[src/rtl/playback_pkg.sv]
// Shared definitions for the playback sequencer.
// Holds the FSM state encoding and the default address/sample widths so the
// top level and any companion blocks agree on them.
package playback_pkg;

  localparam int ADDR_W_DEF = 9;
  localparam int DATA_W_DEF = 16;

  typedef enum logic [2:0] {
    ST_IDLE    = 3'd0,
    ST_FETCH   = 3'd1,
    ST_CAPTURE = 3'd2,
    ST_PLAY    = 3'd3,
    ST_LAST    = 3'd4
  } state_t;

endpackage

[src/rtl/edge_detect_rise.sv]
// Rising-edge detector: one flop plus an AND gate.
// Ports:
//   clk  - clock
//   rst  - asynchronous active-low reset
//   din  - level input to watch
//   rise - high for the cycle in which din is 1 and was 0 on the previous edge
module edge_detect_rise (
  input  logic clk,
  input  logic rst,
  input  logic din,
  output logic rise
);

  logic din_q;

  always_ff @(posedge clk or negedge rst) begin
    if (!rst) begin
      din_q <= 1'b0;
    end else begin
      din_q <= din;
    end
  end

  assign rise = din & ~din_q;

endmodule

[src/rtl/playback_sequencer.sv]
// Sample playback sequencer: walks a sample RAM from address 0 to a latched
// end address, prefetching one sample ahead and handing it to the I2S output
// word on each frame-complete (done) rising edge. Optionally loops.
// Ports:
//   clk, rst          - clock, asynchronous active-low reset
//   start, stop       - level controls; stop has priority over everything
//   loop_en           - wrap to 0 (1) or finish (0) after end_adr, read live
//   end_adr           - last sample address (inclusive), latched on start
//   done              - I2S frame complete; only its rising edge matters
//   mem_data/mem_adr  - sample RAM read port (registered read, 1-cycle latency)
//   spkr_data         - I2S output word
//   busy              - high whenever not idle
//   underrun          - one-cycle pulse when a done edge arrives before the
//                       next sample has been prefetched
module playback_sequencer
  import playback_pkg::*;
#(
  parameter int ADDR_W = ADDR_W_DEF,
  parameter int DATA_W = DATA_W_DEF
) (
  input  logic              clk,
  input  logic              rst,
  input  logic              start,
  input  logic              stop,
  input  logic              loop_en,
  input  logic [ADDR_W-1:0] end_adr,
  input  logic              done,
  input  logic [DATA_W-1:0] mem_data,
  output logic [ADDR_W-1:0] mem_adr,
  output logic [DATA_W-1:0] spkr_data,
  output logic              busy,
  output logic              underrun
);

  state_t            state_reg, state_next;
  logic [ADDR_W-1:0] mem_adr_reg, mem_adr_next;
  logic [ADDR_W-1:0] end_reg, end_next;
  logic [DATA_W-1:0] spkr_reg, spkr_next;
  logic [DATA_W-1:0] sample_reg, sample_next;
  logic              done_edge;

  edge_detect_rise u_done_edge (
    .clk  (clk),
    .rst  (rst),
    .din  (done),
    .rise (done_edge)
  );

  always_ff @(posedge clk or negedge rst) begin
    if (!rst) begin
      state_reg <= ST_IDLE;
    end else begin
      state_reg <= state_next;
    end
  end

  always_ff @(posedge clk or negedge rst) begin
    if (!rst) begin
      mem_adr_reg <= '0;
      end_reg     <= '0;
      spkr_reg    <= '0;
      sample_reg  <= '0;
    end else begin
      mem_adr_reg <= mem_adr_next;
      end_reg     <= end_next;
      spkr_reg    <= spkr_next;
      sample_reg  <= sample_next;
    end
  end

  always_comb begin
    state_next   = state_reg;
    mem_adr_next = mem_adr_reg;
    end_next     = end_reg;
    spkr_next    = spkr_reg;
    sample_next  = sample_reg;
    underrun     = 1'b0;

    if (stop) begin
      state_next   = ST_IDLE;
      mem_adr_next = '0;
      spkr_next    = '0;
    end else begin
      case (state_reg)
        ST_IDLE: begin
          if (start) begin
            end_next     = end_adr;
            mem_adr_next = '0;
            state_next   = ST_FETCH;
          end
        end
        // RAM read is in flight; a frame ending now has nothing new to play.
        ST_FETCH: begin
          underrun   = done_edge;
          state_next = ST_CAPTURE;
        end
        ST_CAPTURE: begin
          underrun    = done_edge;
          sample_next = mem_data;
          state_next  = ST_PLAY;
        end
        ST_PLAY: begin
          if (done_edge) begin
            spkr_next = sample_reg;
            if (mem_adr_reg < end_reg) begin
              mem_adr_next = mem_adr_reg + ADDR_W'(1);
              state_next   = ST_FETCH;
            end else if (loop_en) begin
              mem_adr_next = '0;
              state_next   = ST_FETCH;
            end else begin
              state_next = ST_LAST;
            end
          end
        end
        // Final sample is on the output; the next frame edge silences it.
        ST_LAST: begin
          if (done_edge) begin
            spkr_next    = '0;
            mem_adr_next = '0;
            state_next   = ST_IDLE;
          end
        end
        default: begin
          state_next = ST_IDLE;
        end
      endcase
    end
  end

  assign mem_adr   = mem_adr_reg;
  assign spkr_data = spkr_reg;
  assign busy      = (state_reg != ST_IDLE);

endmodule

[config.mk]
export PLATFORM = sky130hd
export DESIGN_NAME = playback_sequencer
export DESIGN_NICKNAME = d
export VERILOG_FILES = /design/src/rtl/playback_pkg.sv /design/src/rtl/edge_detect_rise.sv /design/src/rtl/playback_sequencer.sv
export SDC_FILE = /design/constraint.sdc
export NUM_CORES = 1
export LEC_CHECK = 0
export CAP_MARGIN = 25
export CORE_ASPECT_RATIO = 0.5
export CORE_MARGIN = 2
export CORE_UTILIZATION = 56
export CTS_BUF_LIST = sky130_fd_sc_hd__clkbuf_8
export CTS_CLUSTER_SIZE = 30
export DETAILED_ROUTE_END_ITERATION = 12
export GPL_TIMING_DRIVEN = 0
export MAX_ROUTING_LAYER = met4
export PLACE_DENSITY = 0.87
export RECOVER_POWER = 100
export SETUP_SLACK_MARGIN = 0.15
export SYNTH_ARGS = -nofsm -noshare
export SYNTH_HDL_FRONTEND = slang
export SYNTH_SLANG_ARGS = --single-unit
[constraint.sdc]
create_clock -name clk -period 4.8 [get_ports clk]
set_input_delay 0.96 -clock clk [delete_from_list [all_inputs] [get_ports clk]]
set_output_delay 0.96 -clock clk [all_outputs]
set_load 0.02 [all_outputs]
== Word level (Yosys, flattened, before mapping) ==
Index checks and enable logic that the tools add are counted.
W data, S select, Z words.

* Add/sub/neg operators: 1
* $lt $le $gt $ge: 1
* Eq/ne operators: 8
* Muxes and demuxes: 20
* Bitwise logic cells: 3
* Reductions and logical operators: 10

{| class="wikitable"
|+ Operator list
! operator !! count
|-
| $mux W9 || 6
|-
| $mux W16 || 3
|-
| $pmux W16 S2 || 1
|-
| $pmux W9 S3 || 1
|-
| $mux W3 || 6
|-
| $pmux W3 S5 || 1
|-
| $add A9 B1 Y9 const B || 1
|-
| $lt A9 B9 Y1 || 1
|-
| $ne A3 B3 Y1 const B || 3
|-
| $reduce_and A3 Y1 || 3
|-
| $eq A3 B2 Y1 const B || 2
|-
| $reduce_bool A3 Y1 || 2
|-
| $reduce_and A5 Y1 || 1
|-
| $ne A4 B4 Y1 const B || 1
|-
| $reduce_bool A4 Y1 || 1
|-
| $eq A3 B1 Y1 const B || 1
|-
| $eq A3 B3 Y1 const B || 1
|-
| $logic_not A3 Y1 || 1
|-
| $mux W1 || 2
|-
| $not A1 Y1 || 2
|-
| $reduce_and A2 Y1 || 1
|-
| $reduce_or A2 Y1 || 1
|-
| $and A1 B1 Y1 || 1
|}

* Register bits after elaboration: 54
* Input bits: 31
* Output and inout bits: 27

== Longest topological paths before layout ==
Gate-level depths: netlist (run 1).

* Word-level depth: 5
* Gate-level depth with buffers: 8
* Gate-level depth less buffers: 7

== Cells and area by module ==
From an unflattened synthesis (run 1), not the netlist that was laid out.

* Cell total of the unflattened synthesis: 243
* Area, all modules: 2628.8 um^2

{| class="wikitable"
|+ Modules (own cells, without submodules)
! module !! times used !! cells an instance !! area an instance (um^2)
|-
| playback_sequencer || 1 || 241 || 2590.0
|-
| edge_detect_rise || 1 || 2 || 38.8
|}

== Worst setup path after synthesis (run 1) ==
Ideal clock, no wire load.

* Kind: input port to output port
* Start point: input port stop
* End point: output port underrun
* Data arrival time: 1505 ps
* Required time: 3840 ps
* Path slack: 2335 ps
* Cell stages on the path: 3
* Path through: buf_2 nor2_2 and3_1

* Word-level cells in the longest chain between the ends: 1

{| class="wikitable"
|+ RTL lines
! item !! RTL line !! text
|-
| start: declaration || playback_sequencer.sv:24 || <nowiki>input logic stop,</nowiki>
|-
| $mux W1 || playback_sequencer.sv:79 || <nowiki>if (stop) begin</nowiki>
|-
| end: declaration || playback_sequencer.sv:32 || <nowiki>output logic underrun</nowiki>
|}

Every way passes these cells.

== Final worst setup path (run 1) ==
* Start point: input port done
* End point: output port underrun

* Word-level cells in the longest chain between the ends: 3

{| class="wikitable"
|+ RTL lines
! item !! RTL line !! text
|-
| start: declaration || playback_sequencer.sv:27 || <nowiki>input logic done,</nowiki>
|-
| $and A1 B1 Y1 || edge_detect_rise.sv:24 || <nowiki>assign rise = din & ~din_q;</nowiki>
|-
| $mux W1 || playback_sequencer.sv:84 || <nowiki>case (state_reg)</nowiki>
|-
| $mux W1 || playback_sequencer.sv:79 ||
|}

Every way passes these cells.

==> summary.txt, run 1 <==
Place
  • Number of I/O port buffers: 56
  • Placed cells: 350
  • DP HPWL: ~4000 um
  • GPL Wtd Cong: 0.859

Routing
  • Via density: 5.43
  • Post-route ant nets: 0
  • Post-route DRC violation count: 0
  • DR vias: 1,944
  • Detailed Route Iter0 Violations: 70
  • TritonRoute pass-1 iters: 4
  • Final wirelength: 5290 um
  • WL/cell: about 15 um

Floorplanning
  • Initial Util: 0.587
  • Die height: 52.3 um
  • Row cnt: 17
  • Io pins: 58
  • Die width: 101 um
  • Placeable Area: 4450 um2
  • Die ar.: between 5000 and 6000 um2

STA
  • Endpoints failing hold: 0
  • Slew @ Worst Pin: between 2 and 2.5 ns
  • Max Clk Rate: 278 MHz
  • Crit share post-route: 0.749
  • Slew Limit Fails: 40
  • Setup TNS: 0 ns
  • Tmin final: 3.60 ns
  • Skew final: 0.00885 ns
  • Endpoints failing setup: 0
  • Unrepaired setup endpoints after global routing: false
  • Worst relative slew slack: -0.367

Synth
  • Top cell type's share of synthesized area: 0.517
  • Mapped cell area: 2610 um2
  • Distinct cells, synth: 42
  • Yosys top cell by area: dfrtp_1
  • Syn_nets: 276
  • Synth area leaders: dfrtp_1 52%, mux2_2 11%, ha_1 4.3%, nand3_1 4.2%, inv_1 4.0%
  • Post-synth EDFFs: 0
  • Synth warn: 0
  • Avg Cell Area, Syn: around 11 um2
  • Synth top cells by count: 54 x dfrtp_1, 28 x inv_1, 25 x mux2_2
  • Post-synth ARST share: 1.00
  • Top-count cell post-synth: dfrtp_1
  • Post-Synthesis Cells: 236
  • Commonest register cell after synthesis: dfrtp_1
  • Sequential cell area fraction in the yosys report: 0.517
  • Post-synthesis register bit count: 54

Critical path
  • Slowest stage cell, crit path: dlygate4sd3_1
  • CP delay by family, top: buffers and inverters
  • Critical Path Start Type: input pin
  • Setup crit end kind: output port
  • Crit path max fanout: 4
  • CP dominant cell by count: dlygate4sd3_1
  • Worst-path cell chain: dlygate4sd3_1 > nor2b_1 > and3_1 > dlygate4sd3_1
  • Worst Path Class, Setup: input pin to output port
  • Worst Path Buf+Inv: 2
  • Slowest cell delay on critical path: approximately 0.67 ns
  • Worst EP required: roughly 3.8 ns
  • Crit path DAT: roughly 2.6 ns

Global route
  • Gr ovfl total: 0
  • Met3 usage: 0.0440
  • Gr busiest metal: met2
  • M2 GR Usage: 0.416
  • First-pass GRT wire length: 8860 um
  • Gr usage total: 0.227
  • Largest net degree at the start of global routing: 40
  • Initial antenna violation count: 0
  • Vias in the first global route: between 2,000 and 2,500
  • GR Util met1: 0.257

CTS
  • Post-CTS Setup Inserts: 0
  • CTS tree: done
  • CTS buffer count: 5
  • Worst-Skew Late Latency: 0.32 ns
  • CTS root buf: clkbuf_8
  • CTS clk-pin slew, worst paths: 0.09 ns
  • Hold_buf cts: 0
  • CTS resizes: 0
  • H-tree Lvls: 2
  • CTS sink cnt: 54
  • CTS max path bufs: 2

Hold path
  • Hold crit path type: register to register

Pwr
  • Final Power: 1180 uW
  • Maximum VDD drop: 0.277 mV
  • P_leak: between 0.0015 and 0.002 uW
  • Power Dens Cells: 357 nW/um2

Run status
  • Status: finished, violations left
  • Failing checks: capacitance limit, slew limit

Layout
  • Final Non-Filler Cells: 358
  • Layout cells sized above 1: 0.150
  • Final #Nets: 340
  • ANT cells: 0
  • Layout area overhead: 26.2%

Job
  • Maxcap violations: 1
[kinds of logic after synthesis]
logic type,after synthesis,synth area share
simple gates,63,0.133
flops,54,0.517
compound gates,45,0.128
buf+inv,38,0.0623
mux,26,0.112
fa+ha+maj,9,0.0431
xor+xnor,1,0.00335
[worst reg2reg max path: cells and delay by family (launching register included)]
kind / cells / cell delay (ns)
flip-flops: 1 / 0.37
buffers and inverters: 2 / 0.69
AND/OR/NAND/NOR: 1 / 1.11
multiplexers: 1 / 0.41
[worst paths after layout]
check | from | end | slack, ns | depth (start not counted)
max reg2reg | state_reg[2] | sample_reg[9] | 2.11 | 4
min | sample_reg[5] | sample_reg[5] | 0.50 | 1
min reg2reg | sample_reg[5] | sample_reg[5] | 0.50 | 1
max | done | underrun | 1.20 | 4
max in group asynchronous | rst | end_reg[0] | 1.73 | 2
min in group asynchronous | rst | spkr_data[5] | 0.69 | 1
[metrics by stage]
stage	setup WS (ns)	utilization	hold slack, ns	instance area (um2)
floorplan	2.34	-	0.458	2610
global placement	1.21	0.730	0.469	3240
detailed placement	1.34	0.733	0.480	3260
CTS	1.34	0.755	0.504	3360
global route	1.14	0.741	0.533	3290
finish	1.20	0.741	0.504	3290
[cell usage in the layout (no fill, tap or decap), types with 2 or more instances in the layout]
cell type	netlist	final
dlygate4sd3_1	0	29
a221o_1	6	6
and3_1	7	7
ha_1	9	9
nand2_1	7	7
inv_1	28	28
dfrtp_1	54	54
a21oi_1	4	5
nand3_1	22	22
a211oi_2	2	2
mux2_1	1	2
clkdlybuf4s50_1	0	26
mux2_2	25	24
o21bai_1	2	2
o31ai_1	2	3
or2_2	2	2
clkbuf_1	2	7
nor2_2	2	2
clkbuf_8	0	5
nor2_1	12	12
nor2b_1	2	2
buf_2	4	2
o211ai_1	2	2
o21ai_0	17	18
buf_4	4	3
[layout make-up]
type                    count  area, um2
fillers                   306       1150
clock buffers               5       68.8
repair buffers             57        558
plain buffers              10       51.3
clock inverters             3       28.8
inverters                  28        105
flip-flops and latches     54       1350
well taps                  57       71.3
multi-input cells         144       1060
[metal layers]
layer | wire length, um | vias up
met5 | 0 | -
met2 | 2810 | 26
li1 | - | 951
met3 | 140 | 8
met1 | 2270 | 959
met4 | 64 | 0
[power breakdown]
group	total, uW	switching (uW)	internal (uW)	leakage (uW)
Sequential	609	52.8	556	0.000684
Combinational	300	147	153	0.000813
Clock	269	159	109	0.0000506
Total	1180	359	818	0.00155
(Power assumes the default switching activity.)
==> run 2, diff against run 1 <==
--- a/config.mk
+++ b/config.mk
@@ -8,13 +8,13 @@
 export CAP_MARGIN = 25
 export CORE_ASPECT_RATIO = 0.5
 export CORE_MARGIN = 2
-export CORE_UTILIZATION = 56
+export CORE_UTILIZATION = 52
 export CTS_BUF_LIST = sky130_fd_sc_hd__clkbuf_8
 export CTS_CLUSTER_SIZE = 30
 export DETAILED_ROUTE_END_ITERATION = 12
 export GPL_TIMING_DRIVEN = 0
 export MAX_ROUTING_LAYER = met4
-export PLACE_DENSITY = 0.87
+export PLACE_DENSITY = 0.82
 export RECOVER_POWER = 100
 export SETUP_SLACK_MARGIN = 0.15
 export SYNTH_ARGS = -nofsm -noshare
==> constraint.sdc (replaced) <==
create_clock -name clk -period 3.6 [get_ports clk]
set_input_delay 0.72 -clock clk [delete_from_list [all_inputs] [get_ports clk]]
set_output_delay 0.72 -clock clk [all_outputs]
set_load 0.02 [all_outputs]
==> run 2 against run 1 <==
  * The flow now finishes without violations
  * Sequential share of layout area decreased by 0.51 points
  * Clock skew decreased by 0.0017 ns
  * Critical path depth unchanged
  * Clock-buffer cell count unchanged
  * Worst hold slack improved by 0.0039 ns
  * First-iteration DRC count increased by 1.4%
  * Power increased by 34%
  * Sequential cell count unchanged
  * Via count increased by 2.1%
  * Worst setup slack got worse by 0.71 ns
==> summary.txt, run 2 (synthesized netlist as in run 1, its figures left out) <==
Run status
  • Status: finished clean

CTS
  • CTS buffer count: 5 (unchanged)
  • Post-CTS Setup Inserts: 0 (unchanged)
  • CTS resizes: 0 (unchanged)
  • H-tree Lvls: 2 (unchanged)
  • CTS sink cnt: 54 (unchanged)
  • CTS tree: done
  • CTS root buf: clkbuf_8
  • Hold_buf cts: 0 (unchanged)
  • Worst-Skew Late Latency: 0.31 ns (about the same)
  • CTS max path bufs: 2 (unchanged)
  • CTS clk-pin slew, worst paths: 0.10 ns (about the same)

Critical path
  • Critical Path Start Type: input pin
  • Crit path max fanout: 4 (unchanged)
  • Setup crit end kind: output port
  • Worst EP required: 2.88 ns (-0.96 ns)
  • Crit path DAT: 2.38 ns (-0.26 ns)
  • Worst r2r path cells: 4 (unchanged)
  • Slowest cell delay on critical path: 0.67 ns (about the same)
  • Worst Path Class, Setup: input pin to output port
  • CP dominant cell by count: dlygate4sd3_1
  • Worst-path cell chain: dlygate4sd3_1 > nor2b_1 > and3_1 > dlygate4sd3_1
  • Slowest stage cell, crit path: dlygate4sd3_1

STA
  • Max Clk Rate: 322 MHz
  • Worst Slack Setup Final: 0.497 ns (-0.706 ns)
  • Tmin final: 3.10 ns
  • Slew Limit Fails: 0 (-100%)
  • Skew final: 0.00714 ns (-0.00171 ns)
  • Crit share post-route: 0.862
  • Endpoints failing setup: 0 (unchanged)
  • Setup TNS: 0 ns (unchanged)
  • Endpoints failing hold: 0 (unchanged)
  • Unrepaired setup endpoints after global routing: false
  • Worst relative slew slack: 0.0408 (+0.408)
  • Slew @ Worst Pin: 1.44 ns (-0.612 ns)

Layout
  • Commonest cells after routing, fill and taps aside: 54 x dfrtp_1, 29 x dlygate4sd3_1, 28 x inv_1
  • Final Non-Filler Cells: 371 (+3.6%)
  • ANT cells: 0 (unchanged)
  • Commonest non-fill, non-tap cell in the layout: dfrtp_1
  • Layout area overhead: 27.7%
  • Layout cells sized above 1: 0.156 (+0.00664)
  • Final core occ: 0.683 (-0.0585)
  • Final #Nets: 340 (unchanged)

Pwr
  • P_leak: 0.00155 uW (+0.16%)
  • Maximum VDD drop: 0.348 mV (+26%)
  • Power Dens Cells: 473 nW/um2 (+32%)
  • Final Power: 1580 uW (+34%)

Floorplanning
  • Die ar.: 5640 um2 (+7.2%)
  • Initial Util: 0.534 (-0.0531)
  • Row cnt: 18 (+1)
  • Io pins: 58 (unchanged)
  • Die height: 54.1 um (+3.5%)
  • Die width: 104 um (+3.6%)
  • Placeable Area: 4890 um2 (+9.9%)

Hold path
  • WHS Path Cells: 1 (unchanged)
  • Hold crit path type: register to register

Place
  • Placed cells: 363 (+3.7%)
  • Number of I/O port buffers: 56 (unchanged)
  • DP HPWL: 4200 um (+5.6%)
  • Pre-CTS setup slack: 0.623 ns (-0.720 ns)
  • GPL Wtd Cong: 0.870 (+1.3%)

Routing
  • TritonRoute pass-1 iters: 4 (unchanged)
  • Post-route DRC violation count: 0 (unchanged)
  • DR vias: 1,985 (+2.1%)
  • Detailed Route Iter0 Violations: 71 (+1.4%)
  • Post-route ant nets: 0 (unchanged)
  • Via density: 5.35 (-1.5%)
  • Final wirelength: 5540 um (+4.6%)
  • WL/cell: 14.9 um (+0.95%)

Global route
  • Gr ovfl total: 0 (unchanged)
  • First-pass GRT wire length: 9250 um (+4.4%)
  • Largest net degree at the start of global routing: 30 (-25%)
  • Initial antenna violation count: 0 (unchanged)
  • Vias in the first global route: 1,988 (-0.85%)
  • Gr usage total: 0.217 (-0.00959)

Job
  • Maxcap violations: 0 (-1)
## run 2: cell types whose count changed in the layout (fill, tap and decap cells not counted), sizes merged
cell	delta
clkinv	+1
clkbuf	-1
buf	+1
inv	-1
## run 2: final cells by class
cell class                 instances  area (um2)
buffer                            10        51.3
sequential                        54        1350
clock inverter                     3        28.8
fill                             380        1550
multi-input combinational        144        1070
tap                               70        87.6
inverter                          28         105
timing repair buffer              57         574
clock buffer                       5        68.8
## run 2: power breakdown
| part | internal, uW | switching [uW] | total, uW |
|---|---|---|---|
| clock network | 145 | 216 | 361 |
| registers | 742 | 71.9 | 814 |
| logic | 206 | 196 | 402 |
## run 2: path summary, 6_finish.rpt
path	endpoint	slack, ns	start
max in group asynchronous	spkr_data[2]	2.04	rst
min	sample_reg[2]	0.51	sample_reg[2]
max	underrun	0.50	done
max reg2reg	sample_reg[10]	0.83	state_reg[2]
min reg2reg	sample_reg[2]	0.51	sample_reg[2]
min in group asynchronous	spkr_data[12]	0.73	rst
## run 2: stage by stage
step                      hold slack [ns]  cell area, um2
final                               0.508            3340
after global routing                0.532            3340
after CTS                           0.415            3370
after detailed placement            0.483            3270
after global placement              0.469            3260
after floorplan                     0.424            2610
## run 2: routing by layer
layer  part of all wire  global-route usage  wire, um  vias up
met5                  0                   -         0        -
li1                   -                   -         -      947
met1               0.44               0.265      2410      986
met2               0.52               0.391      2900       48
met4             0.0054              0.0518        30        0
met3              0.036              0.0375       198        4
## run 2: critical path: cells and delay by family
family | cells | cell delay (ns)
simple gates | 2 | 0.43
buf+inv | 2 | 1.23
